## src/rtl/mmu_pkg.sv

```systemverilog
// Shared constants for the MMU: window geometry, register offsets and
// the commit-sequencer state encoding.
package mmu_pkg;

    localparam int NUM_BANKS = 16;
    localparam int BANK_W    = 7;
    localparam int PHYS_W    = 19;
    localparam int IDX_W     = $clog2(NUM_BANKS);
    localparam int OFS_W     = 5;
    localparam int DELAY_W   = 3;

    // Register window offsets, decoded from cpu_addr[4:0].
    localparam logic [OFS_W-1:0] REG_SHADOW     = 5'h00;
    localparam logic [OFS_W-1:0] REG_COMMIT     = 5'h10;
    localparam logic [OFS_W-1:0] REG_STATUS     = 5'h11;
    localparam logic [OFS_W-1:0] REG_ACTIVE_SEL = 5'h12;
    localparam logic [OFS_W-1:0] REG_ACTIVE_RD  = 5'h13;

    // Commit sequencer states.
    localparam logic [1:0] ST_IDLE  = 2'b00;
    localparam logic [1:0] ST_COUNT = 2'b01;
    localparam logic [1:0] ST_APPLY = 2'b10;

    // STATUS register layout: {busy, 4'b0, state, 1'b0}.
    function automatic logic [7:0] status_byte(input logic busy, input logic [1:0] state);
        return {busy, 4'b0000, state, 1'b0};
    endfunction

endpackage

```

## src/rtl/mmu_bank_file.sv

```systemverilog
// Shadow and active bank register arrays. Software edits the shadow copy;
// the active copy drives address translation and only changes on apply.
module mmu_bank_file import mmu_pkg::*; (
    input  logic              clock,
    input  logic              reset,
    input  logic              shadow_we,
    input  logic [IDX_W-1:0]  shadow_idx,
    input  logic [BANK_W-1:0] shadow_wdata,
    input  logic              apply,
    input  logic [IDX_W-1:0]  active_sel,
    input  logic [IDX_W-1:0]  window,
    output logic [BANK_W-1:0] shadow_rdata,
    output logic [BANK_W-1:0] active_rdata,
    output logic [BANK_W-1:0] window_bank
);

    logic [BANK_W-1:0] shadow [NUM_BANKS];
    logic [BANK_W-1:0] active [NUM_BANKS];

    // Shadow array: reset to identity, then written by the CPU in any state.
    // NOTE: non-blocking assignments here let the active array below sample
    // the pre-write shadow value on an edge where both change.
    // NOTE: these arrays are reset element by element because the identity
    // mapping must be valid from the first cycle; this keeps them in flops.
    always_ff @(posedge clock) begin
        if (reset) begin
            for (int i = 0; i < NUM_BANKS; i++) begin
                shadow[i] <= BANK_W'(i);
            end
        end else if (shadow_we) begin
            shadow[shadow_idx] <= shadow_wdata;
        end
    end

    // Active array: reset to identity, bulk-copied from shadow on apply only.
    always_ff @(posedge clock) begin
        if (reset) begin
            for (int i = 0; i < NUM_BANKS; i++) begin
                active[i] <= BANK_W'(i);
            end
        end else if (apply) begin
            for (int i = 0; i < NUM_BANKS; i++) begin
                active[i] <= shadow[i];
            end
        end
    end

    assign shadow_rdata = shadow[shadow_idx];
    assign active_rdata = active[active_sel];
    assign window_bank  = active[window];

endmodule

```

## src/rtl/mmu.sv

```systemverilog
// Bank-switching MMU: 16 x 4 KiB logical windows mapped onto a 19-bit
// physical space, with a register window for staging and a delayed commit.
module mmu import mmu_pkg::*; (
    input  logic              clock,
    input  logic              reset,
    input  logic [15:0]       cpu_addr,
    input  logic              rw,
    input  logic              cs,
    input  logic [7:0]        data_in,
    output logic [7:0]        data_out,
    output logic              data_oe,
    output logic [PHYS_W-1:0] phys_addr,
    output logic              busy
);

    logic [OFS_W-1:0]   reg_ofs;
    logic               wr_en;
    logic               shadow_we;
    logic               commit_we;
    logic               sel_we;
    logic [1:0]         state;
    logic [DELAY_W-1:0] counter;
    logic [DELAY_W-1:0] commit_delay;
    logic [IDX_W-1:0]   active_sel;
    logic               apply;
    logic [BANK_W-1:0]  shadow_rdata;
    logic [BANK_W-1:0]  active_rdata;
    logic [BANK_W-1:0]  window_bank;
    logic [7:0]         read_data;
    logic               unused_data_msb;

    assign reg_ofs      = cpu_addr[OFS_W-1:0];
    assign wr_en        = !cs && !rw;
    assign shadow_we    = wr_en && !reg_ofs[4];
    assign commit_we    = wr_en && (reg_ofs == REG_COMMIT);
    assign sel_we       = wr_en && (reg_ofs == REG_ACTIVE_SEL);
    assign commit_delay = data_in[DELAY_W-1:0];
    assign apply        = (state == ST_APPLY);
    assign busy         = (state != ST_IDLE);
    assign data_oe      = !cs && rw;

    // Bit 7 of every register is reserved and never stored.
    assign unused_data_msb = data_in[7];

    mmu_bank_file u_bank_file (
        .clock        (clock),
        .reset        (reset),
        .shadow_we    (shadow_we),
        .shadow_idx   (reg_ofs[IDX_W-1:0]),
        .shadow_wdata (data_in[BANK_W-1:0]),
        .apply        (apply),
        .active_sel   (active_sel),
        .window       (cpu_addr[15:12]),
        .shadow_rdata (shadow_rdata),
        .active_rdata (active_rdata),
        .window_bank  (window_bank)
    );

    // Zero-latency translation through the active bank of the addressed window.
    assign phys_addr = {window_bank, cpu_addr[11:0]};

    // Commit sequencer: optional countdown, then a single apply cycle.
    always_ff @(posedge clock) begin
        if (reset) begin
            state   <= ST_IDLE;
            counter <= '0;
        end else begin
            case (state)
                ST_IDLE: begin
                    if (commit_we) begin
                        if (commit_delay == '0) begin
                            state <= ST_APPLY;
                        end else begin
                            counter <= commit_delay;
                            state   <= ST_COUNT;
                        end
                    end
                end
                ST_COUNT: begin
                    counter <= counter - 1'b1;
                    if (counter == DELAY_W'(1)) begin
                        state <= ST_APPLY;
                    end
                end
                ST_APPLY: begin
                    state <= ST_IDLE;
                end
                default: begin
                    state <= ST_IDLE;
                end
            endcase
        end
    end

    // ACTIVE_SEL register: picks which active bank ACTIVE_RD returns.
    always_ff @(posedge clock) begin
        if (reset) begin
            active_sel <= '0;
        end else if (sel_we) begin
            active_sel <= data_in[IDX_W-1:0];
        end
    end

    // Register read mux; reserved offsets read as zero.
    // NOTE: the default assignment first keeps this block free of latches.
    always_comb begin
        read_data = 8'h00;
        if (!reg_ofs[4]) begin
            read_data = {1'b0, shadow_rdata};
        end else begin
            case (reg_ofs)
                REG_STATUS:     read_data = status_byte(busy, state);
                REG_ACTIVE_SEL: read_data = {4'b0000, active_sel};
                REG_ACTIVE_RD:  read_data = {1'b0, active_rdata};
                default:        read_data = 8'h00;
            endcase
        end
    end

    assign data_out = data_oe ? read_data : 8'h00;

endmodule

```

## config.mk

```make
export PLATFORM = sky130hd
export DESIGN_NAME = mmu
export DESIGN_NICKNAME = d
export VERILOG_FILES = /design/src/rtl/mmu_pkg.sv /design/src/rtl/mmu_bank_file.sv /design/src/rtl/mmu.sv
export SDC_FILE = /design/constraint.sdc
export NUM_CORES = 1
export LEC_CHECK = 0
export CORE_UTILIZATION = 55
export DETAILED_ROUTE_END_ITERATION = 7
export GPL_TIMING_DRIVEN = 0
export PLACE_DENSITY = 0.77
export SLEW_MARGIN = 0
export SYNTH_ARGS = -nofsm -noshare
export SYNTH_HDL_FRONTEND = slang
export SYNTH_HIERARCHICAL = 1
export SYNTH_SLANG_ARGS = --single-unit
export TNS_END_PERCENT = 20
```

## constraint.sdc

```tcl
create_clock -name clock -period 2.85 [get_ports clock]
set_clock_uncertainty 0.05 [all_clocks]
set_input_delay 0.57 -clock clock [delete_from_list [all_inputs] [get_ports clock]]
set_output_delay 0.57 -clock clock [all_outputs]
set_load 0.01 [all_outputs]
```

# ---- After elaboration in Yosys (flattened, before gate mapping)
# Memories as Yosys holds them, arrays and structs flattened. A register that Yosys moved wholly into a read port is not among the register bits.
# Index checks and enable logic that the tools add are counted.
dict set report totals {
  memories 2
  latchBits 0
  in_bits 28
  regBits 9
  ramBits 224
  romBits 0
  out_inout_bits 29
}
# memory depth width rd rd_ports_with_merged_regs wr line
set mem_list {}
lappend mem_list {u_bank_file.active 16 7 2 1 16 mmu_bank_file.sv:18} ;# logic [BANK_W-1:0] active [NUM_BANKS];
lappend mem_list {u_bank_file.shadow 16 7 17 0 16 mmu_bank_file.sv:17} ;# logic [BANK_W-1:0] shadow [NUM_BANKS];
dict set report classes {
  eq_ne 10
  n_shift 0
  order_cmp 0
  bitwise 16
  mux 39
  multipliers 0
  n_reduce_logical 15
  div_mod_pow 0
  addsub 1
}
# operator count
set op_table {}
lappend op_table {{$mux 7} 17}
lappend op_table {{$pmux 8 s3} 1}
lappend op_table {{$eq 5x5->1 const B} 4}
lappend op_table {{$mux 8} 2}
lappend op_table {{$or 1x1->1} 16}
lappend op_table {{$mux 4} 3}
lappend op_table {{$mux 1} 9}
lappend op_table {{$reduce_or 7->1} 1}
lappend op_table {{$mux 2} 3}
lappend op_table {{$mux 3} 2}
lappend op_table {{$ne 2x2->1 const B} 3}
lappend op_table {{$pmux 3 s2} 1}
lappend op_table {{$logic_and 1x1->1} 5}
lappend op_table {{$pmux 2 s2} 1}
lappend op_table {{$reduce_bool 2->1} 2}
lappend op_table {{$eq 3x1->1 const B} 1}
lappend op_table {{$logic_not 1->1} 3}
lappend op_table {{$logic_not 3->1} 1}
lappend op_table {{$reduce_and 3->1} 1}
lappend op_table {{$sub 3x1->3 const B} 1}
lappend op_table {{$eq 2x1->1 const B} 1}
lappend op_table {{$eq 2x2->1 const B} 1}
lappend op_table {{$logic_not 2->1} 1}
lappend op_table {{$reduce_and 2->1} 1}

# ---- Logic depth before layout (Yosys ltp)
# Gate-level depths: netlist of run 1.
dict set report logic_depth {
  ltp_word 8
  ltp_mapped 8
  ltp_nobuf 6
}

# ---- Hierarchy
# Netlist of run 1, hierarchy kept.
# module cells_each area_per_inst_um2 instances
set modules_own_cells {}
lappend modules_own_cells {mmu_bank_file 702 11024.3 1}
lappend modules_own_cells {mmu 106 830.8 1}

# ---- Worst setup path after synthesis of run 1
# OpenSTA, ideal clock, no wires.
dict set report synth_path {
  kind {input to register}
  startpoint {input reset}
  endpoint {memory u_bank_file.active[0][0] (enable)}
  path_slack_ns 0.077
  path_buffers 2
  required_ns 2.377
  cell_stages 3
  setup_ns 0.423
  t_arrival_ns 2.300
  cell_sequence {buf_6 > clkbuf_1 > or2_2}
}
# element line
set synth_lines {}
lappend synth_lines {{start: declaration} mmu.sv:5} ;# input logic reset,
lappend synth_lines {{end: declaration} mmu_bank_file.sv:18}

==> run_results.csv, run 1 <==
group,metric,value,unit
status,status,"complete, but fails checks",
status,failed_checks,"setup timing",
sta,rsz0062_at_grt,"true",
cts,cts_buffers,23,
sta,setup_ws,-567,ps
global_routing,grt_pass1_vias,7104,
worst_setup_path,crit_required,2230,ps
global_routing,grt_use_total,27.9,%
sta,period_minus_slack,3420,ps
detailed_routing,wl_per_cell,25.3,microns
sta,setup_viol,8,
sta,period_share,120,%
logic_synthesis,seq_area_frac_synth,58.3,%
worst_setup_path,cp-startpoint,"active_sel[0]",
worst_hold_path,worstHoldStart,"reset",
die,coreArea,0.0211,sq mm
detailed_routing,route.detailed.drc,0,
placement,hpwl,22.0,mm
run,drv_cap,0,
cts,cts-root-buf,"clkbuf_16",
global_routing,antenna_found_initial,0,
global_routing,grt_start_max_net_pins,58,
power,irDropWorstVdd,381,uV
die,dieArea,0.0221,sq mm
worst_setup_path,cp_top_family,"multiplexers",
worst_setup_path,worstPathMaxFanout,6,
sta,tightest_slew,863,ps
logic_synthesis,syn-num-nets,838,
cts,htree_levels,1,
worst_setup_path,arrival,2800,ps
die,initial_core_util,56.2,%
detailed_routing,ant_nets,0,
power,p_leak,4.74,nW
logic_synthesis,synth_ff_type,"edfxtp_1",
power,p_per_area,552,mW/mm^2
logic_synthesis,ys_types,46,
worst_setup_path,start_kind,"flop",
sta,max_freq,293,MHz
global_routing,grt_pass1_wl,44.2,mm
cts,clockBufferDepth,3,
cts,clk_pin_slew,60,ps
die,fp.dieW,149,microns
logic_synthesis,synthArstFlopShare,0,%
cells_and_area,fin_nets,926,
sta,hold_violations,0,
logic_synthesis,synth_edf_count,224,
worst_setup_path,crit_chain,"buf_12, buf_12, mux4_2, a22oi_2, nand2_1, mux2_4, a22oi_2, a21oi_1, buf_2",
global_routing,overflow,0,
worst_setup_path,cp-end-kind,"primary output",
cells_and_area,ff_latch_area,0.00691,sq mm
cells_and_area,antenna_cells,0,
cts,postCtsHoldBufs,0,
cells_and_area,fin_area,0.0139,sq mm
detailed_routing,first_pass_iters,4,
cells_and_area,area_delta_synth_final,16.9,%
die,ioPinCount,57,
placement,routabilityCongestion,0.925,
cts,cts_tree,"done",
detailed_routing,vias_per_cell,6.26,
worst_hold_path,min_path_type,"in -> reg",
logic_synthesis,synthCells,808,
cts,cts.sinks,233,
cts,insertion_delay,510,ps
logic_synthesis,synth_common_cells,"edfxtp_1, and2_1, mux4_2, a22oi_1, nor2b_1",
die,die_y,149,microns
logic_synthesis,synth_top_area_share,56.7,%
worst_setup_path,cp_num_buf_inv,3,
logic_synthesis,synth_area,0.0119,sq mm
detailed_routing,finalWirelength,30.0,mm
detailed_routing,drt-initial-drc-count,733,
placement,io_buffer_count,45,
logic_synthesis,synthTopCellsByArea,"edfxtp_1, mux4_2, and2_1",
cells_and_area,drive_gt1_share,29.4,%
worst_setup_path,max_stage_delay,520,ps
logic_synthesis,yosysMostFrequentCell,"edfxtp_1",
sta,max_slew_margin,42.4,%
logic_synthesis,synth_top_area_cell,"edfxtp_1",
worst_setup_path,timing.critical_path.slowest_stage_cell,"mux4_2",
detailed_routing,vias,7432,
worst_setup_path,r2r-start,"state[1]",
die,rows,53,
logic_synthesis,ys_warn_count,6,
worst_setup_path,crit_type,"reg -> out",
sta,drv_slew,0,
cells_and_area,multi_input_area,0.00469,sq mm
sta,timing.hold.ws,425,ps
logic_synthesis,ys_ff_latch,233,
logic_synthesis,avgSynthCellArea,14.7,sq um
cells_and_area,nFillCells,1432,
placement,placed_cell_area,0.0127,sq mm
==> layer usage <==
metal  vias to the layer above  global-route usage (%)  wire length, microns
met1                      3675                    41.5                 12600
met3                        55                    5.11                  2890
met4                         0                    7.35                   730
li1                       3247                       -                     -
met5                         -                       0                     0
met2                       455                    42.8                 13800
==> metrics by stage <==
step / util (%) / setup slack [ps] / power, W / setup TNS, ps / cells
floorplan: - / 76.8 / 0.00445 / 0 / 808
global placement: 60.0 / -1510 / 0.00472 / -94370 / 1128
detailed placement: 60.1 / -1530 / 0.00475 / -25270 / 1129
CTS: 65.4 / -531 / 0.00766 / -3480 / 1185
global route: 65.7 / -628 / 0.00786 / -4010 / 1188
finish: 65.7 / -567 / 0.00765 / -3300 / 1188
==> state kept, by name (all words and copies together), names as in the netlist <==
| name | flops |
|---|---|
| u_bank_file/active | 112 |
| active_sel | 4 |
| state | 2 |
| u_bank_file/shadow | 112 |
| counter | 3 |
==> cell usage in the layout, fill, tap and decap left out, types with 20 or more instances in the layout <==
cell type        instances
a22oi_1                 24
nand2b_1                22
and2_1                 138
mux4_2                  84
or2_2                   32
nor2b_1                 34
clkbuf_16               23
or3_1                   30
nor2_1                  20
buf_4                   31
a22oi_2                 23
edfxtp_1               224
clkbuf_1                34
nand2_1                 22
clkdlybuf4s50_1         25
==> kinds of logic after synthesis <==
family          count (synthesis)  share of synthesized area [%]
fa+ha+maj                       2                          0.211
flops                         233                           58.3
compound gates                 68                           4.16
simple gates                  339                           17.5
mux                            88                           16.3
buf+inv                        78                           3.56
==> what timing repair did <==
item	in CTS	in global routing
buffers inserted	12	3
gates resized for setup	103	18
pin swaps	11	8
endpoints found under the setup margin	15	15
gates cloned	2	0
==> worst paths after layout <==
check	cells after the start	slack, ps	endpoint
hold reg to reg	2	500	counter[1]
setup reg to reg	3	590	u_bank_file/active[12][4]
hold / removal	2	430	active_sel[0]
setup / recovery	9	-570	data_out[2]
==> report_power, final <==
part,switching [W],internal [W]
registers,0.000101,0.00391
logic,0.000379,0.000332
clock network,0.00123,0.00170
total,0.00171,0.00594
==> layout make-up <==
type,count,area share (%)
plain buffers,72,3.72
clock buffers,36,5.08
clock inverters,6,0.280
inverters,6,0.162
multi-input cells,497,33.8
flip-flops and latches,233,49.9
well taps,275,2.48
repair buffers,63,4.60
No activity file was read; power rests on OpenSTA's default activity.
==> run 2: changes to the inputs <==
CORE_UTILIZATION = 45   (was 55)
PLACE_DENSITY = default   (was 0.77)
==> run_results.csv, run 2 (synthesis results as in run 1) <==
group,metric,value,unit
status,status,"complete, but fails checks",
status,failed_checks,"setup timing",
cells_and_area,area_delta_synth_final,18.1,%
worst_setup_path,cp_top_family,"multiplexers",
cells_and_area,antenna_cells,0,
detailed_routing,wl_per_cell,26.0,microns
worst_hold_path,min_path_type,"in -> reg",
die,coreArea,0.0260,sq mm
cts,cts.sinks,233,
power,p_per_area,561,mW/mm^2
sta,setup_viol,8,
worst_setup_path,crit_type,"reg -> out",
cts,clockBufferDepth,3,
sta,period_share,121,%
worst_setup_path,cp_num_buf_inv,3,
global_routing,overflow,0,
sta,period_minus_slack,3450,ps
worst_hold_path,worstHoldStart,"reset",
detailed_routing,drt-initial-drc-count,765,
die,fp.dieW,164,microns
cells_and_area,mostFrequentLayoutCell,"edfxtp_1",
power,p_comb_share,9.1,%
global_routing,grt_pass1_vias,7354,
sta,tightest_slew,866,ps
worst_setup_path,arrival,2830,ps
placement,io_buffer_count,45,
sta,timing.hold.ws,447,ps
worst_setup_path,r2r-start,"state[1]",
placement,routabilityCongestion,0.976,
cells_and_area,fin_nets,926,
placement,hpwl,24.4,mm
worst_setup_path,cp-end-kind,"primary output",
power,irDropWorstVdd,437,uV
worst_setup_path,crit_top_cell,"a22oi_2",
die,dieArea,0.0270,sq mm
die,initial_core_util,45.6,%
detailed_routing,vias,7371,
sta,max_slew_margin,42.2,%
worst_setup_path,timing.critical_path.slowest_stage_cell,"mux4_2",
cts,cts_buffers,24,
worst_setup_path,worstPathMaxFanout,5,
power,switching_power,0.00176,W
power,seq_power_share,51.1,%
worst_setup_path,reg2reg_slack,530,ps
die,die_y,164,microns
sta,hold_violations,0,
power,p_leak,4.73,nW
worst_setup_path,max_stage_delay,510,ps
cells_and_area,nFillCells,2088,
sta,drv_slew,0,
worst_setup_path,crit_required,2230,ps
global_routing,grt_use_total,24.7,%
die,rows,59,
global_routing,grt_start_max_net_pins,58,
cts,cts_tree,"done",
sta,finalSetupTns,-3650,ps
cells_and_area,reg.largest.list,"u_bank_file/active (112), u_bank_file/shadow (112), active_sel (4)",
cts,insertion_delay,520,ps
worst_hold_path,whs_endpoint,"active_sel[2]",
global_routing,antenna_found_initial,0,
detailed_routing,route.detailed.drc,0,
worst_setup_path,reg2reg_to,"u_bank_file/active[15][5]",
detailed_routing,ant_nets,0,
cts,htree_levels,1,
cells_and_area,final_cell_mix,"edfxtp_1, and2_1, mux4_2",
worst_setup_path,reg2reg_depth,3,
cts,clk_pin_slew,60,ps
worst_hold_path,holdPathStages,2,
power,power.clock.fraction,39.8,%
run,drv_cap,0,
die,ioPinCount,57,
worst_setup_path,crit_chain,"buf_12, buf_8, mux4_2, a22oi_2, nand2_2, mux2_4, a22oi_2, a21oi_1, buf_2",
worst_setup_path,start_kind,"flop",
detailed_routing,finalWirelength,32.4,mm
sta,max_freq,289,MHz
cts,cts-root-buf,"clkbuf_16",
global_routing,grt_pass1_wl,47.2,mm
cells_and_area,drive_gt1_share,29.9,%
cells_and_area,post-route-util,53.9,%
power,internal-power,0.00609,W
power,swShare,22.4,%
sta,rsz0062_at_grt,"true",
detailed_routing,first_pass_iters,5,
sta,setup_ws,-605,ps
detailed_routing,vias_per_cell,5.92,
[run 2: changes by cell type in the layout (fill, tap and decap cells not counted), sizes merged]
cell           before  now
clkbuf             72   64
clkinv              3    9
dlygate4sd2         5    9
bufinv              0    3
dlymetal6s2s        6    3
buf                61   60
clkdlybuf4s15       2    1
clkdlybuf4s50      25   24
inv                 7    6
[run 2: cell type report]
cell class | instances | area (sq um) | share of cell area [%]
Tap cell | 335 | 419 | 2.99
Timing Repair Buffer | 62 | 643 | 4.59
Clock inverter | 14 | 150 | 1.07
Clock buffer | 27 | 633 | 4.52
Multi-Input combinational cell | 497 | 4700 | 33.6
Inverter | 6 | 22.5 | 0.161
Sequential cell | 233 | 6910 | 49.4
Buffer | 72 | 517 | 3.69
[run 2: power by group through the flow]
stage                     sequential (W)  clock, W  combinational [W]
after global routing             0.00402   0.00328           0.000756
after CTS                        0.00401   0.00316           0.000713
after floorplan                  0.00402         0           0.000433
after global placement           0.00407         0           0.000667
after detailed placement         0.00408         0           0.000687
final                            0.00401   0.00312           0.000713
[run 2: worst max path at each step]
stage	end	from	depth (start not counted)
after floorplan	u_bank_file/active[0][0]	reset	3
after global placement	data_out[2]	cpu_addr[1]	9
after detailed placement	data_out[2]	cpu_addr[1]	9
after CTS	data_out[1]	active_sel[0]	9
after global routing	data_out[2]	active_sel[0]	9
final	data_out[1]	active_sel[0]	9
[run 2: metrics by stage]
step	worst slack, ps	power [W]	instances	area, sq um
after detailed placement	-1570	0.00477	1189	12800
after global placement	-1540	0.00474	1188	12700
after floorplan	76.8	0.00445	808	11900
after global routing	-670	0.00806	1246	14000
after CTS	-596	0.00788	1243	14000
final	-605	0.00785	1246	14000
[run 2: per-layer routing]
layer | GRT usage, % | routed length [microns] | up-vias
li1 | - | - | 3246
met1 | 35.5 | 14300 | 3720
met2 | 38.3 | 14700 | 340
met3 | 3.26 | 2220 | 65
met4 | 9.34 | 1250 | 0
met5 | 0 | 0 | -
[run 2: repair_timing]
action	4_1_cts	5_1_grt
buffers inserted	11	3
setup endpoints to repair	15	11
gates resized for setup	120	13
pin swaps	19	16
gates cloned	3	0
hold buffers	0	0
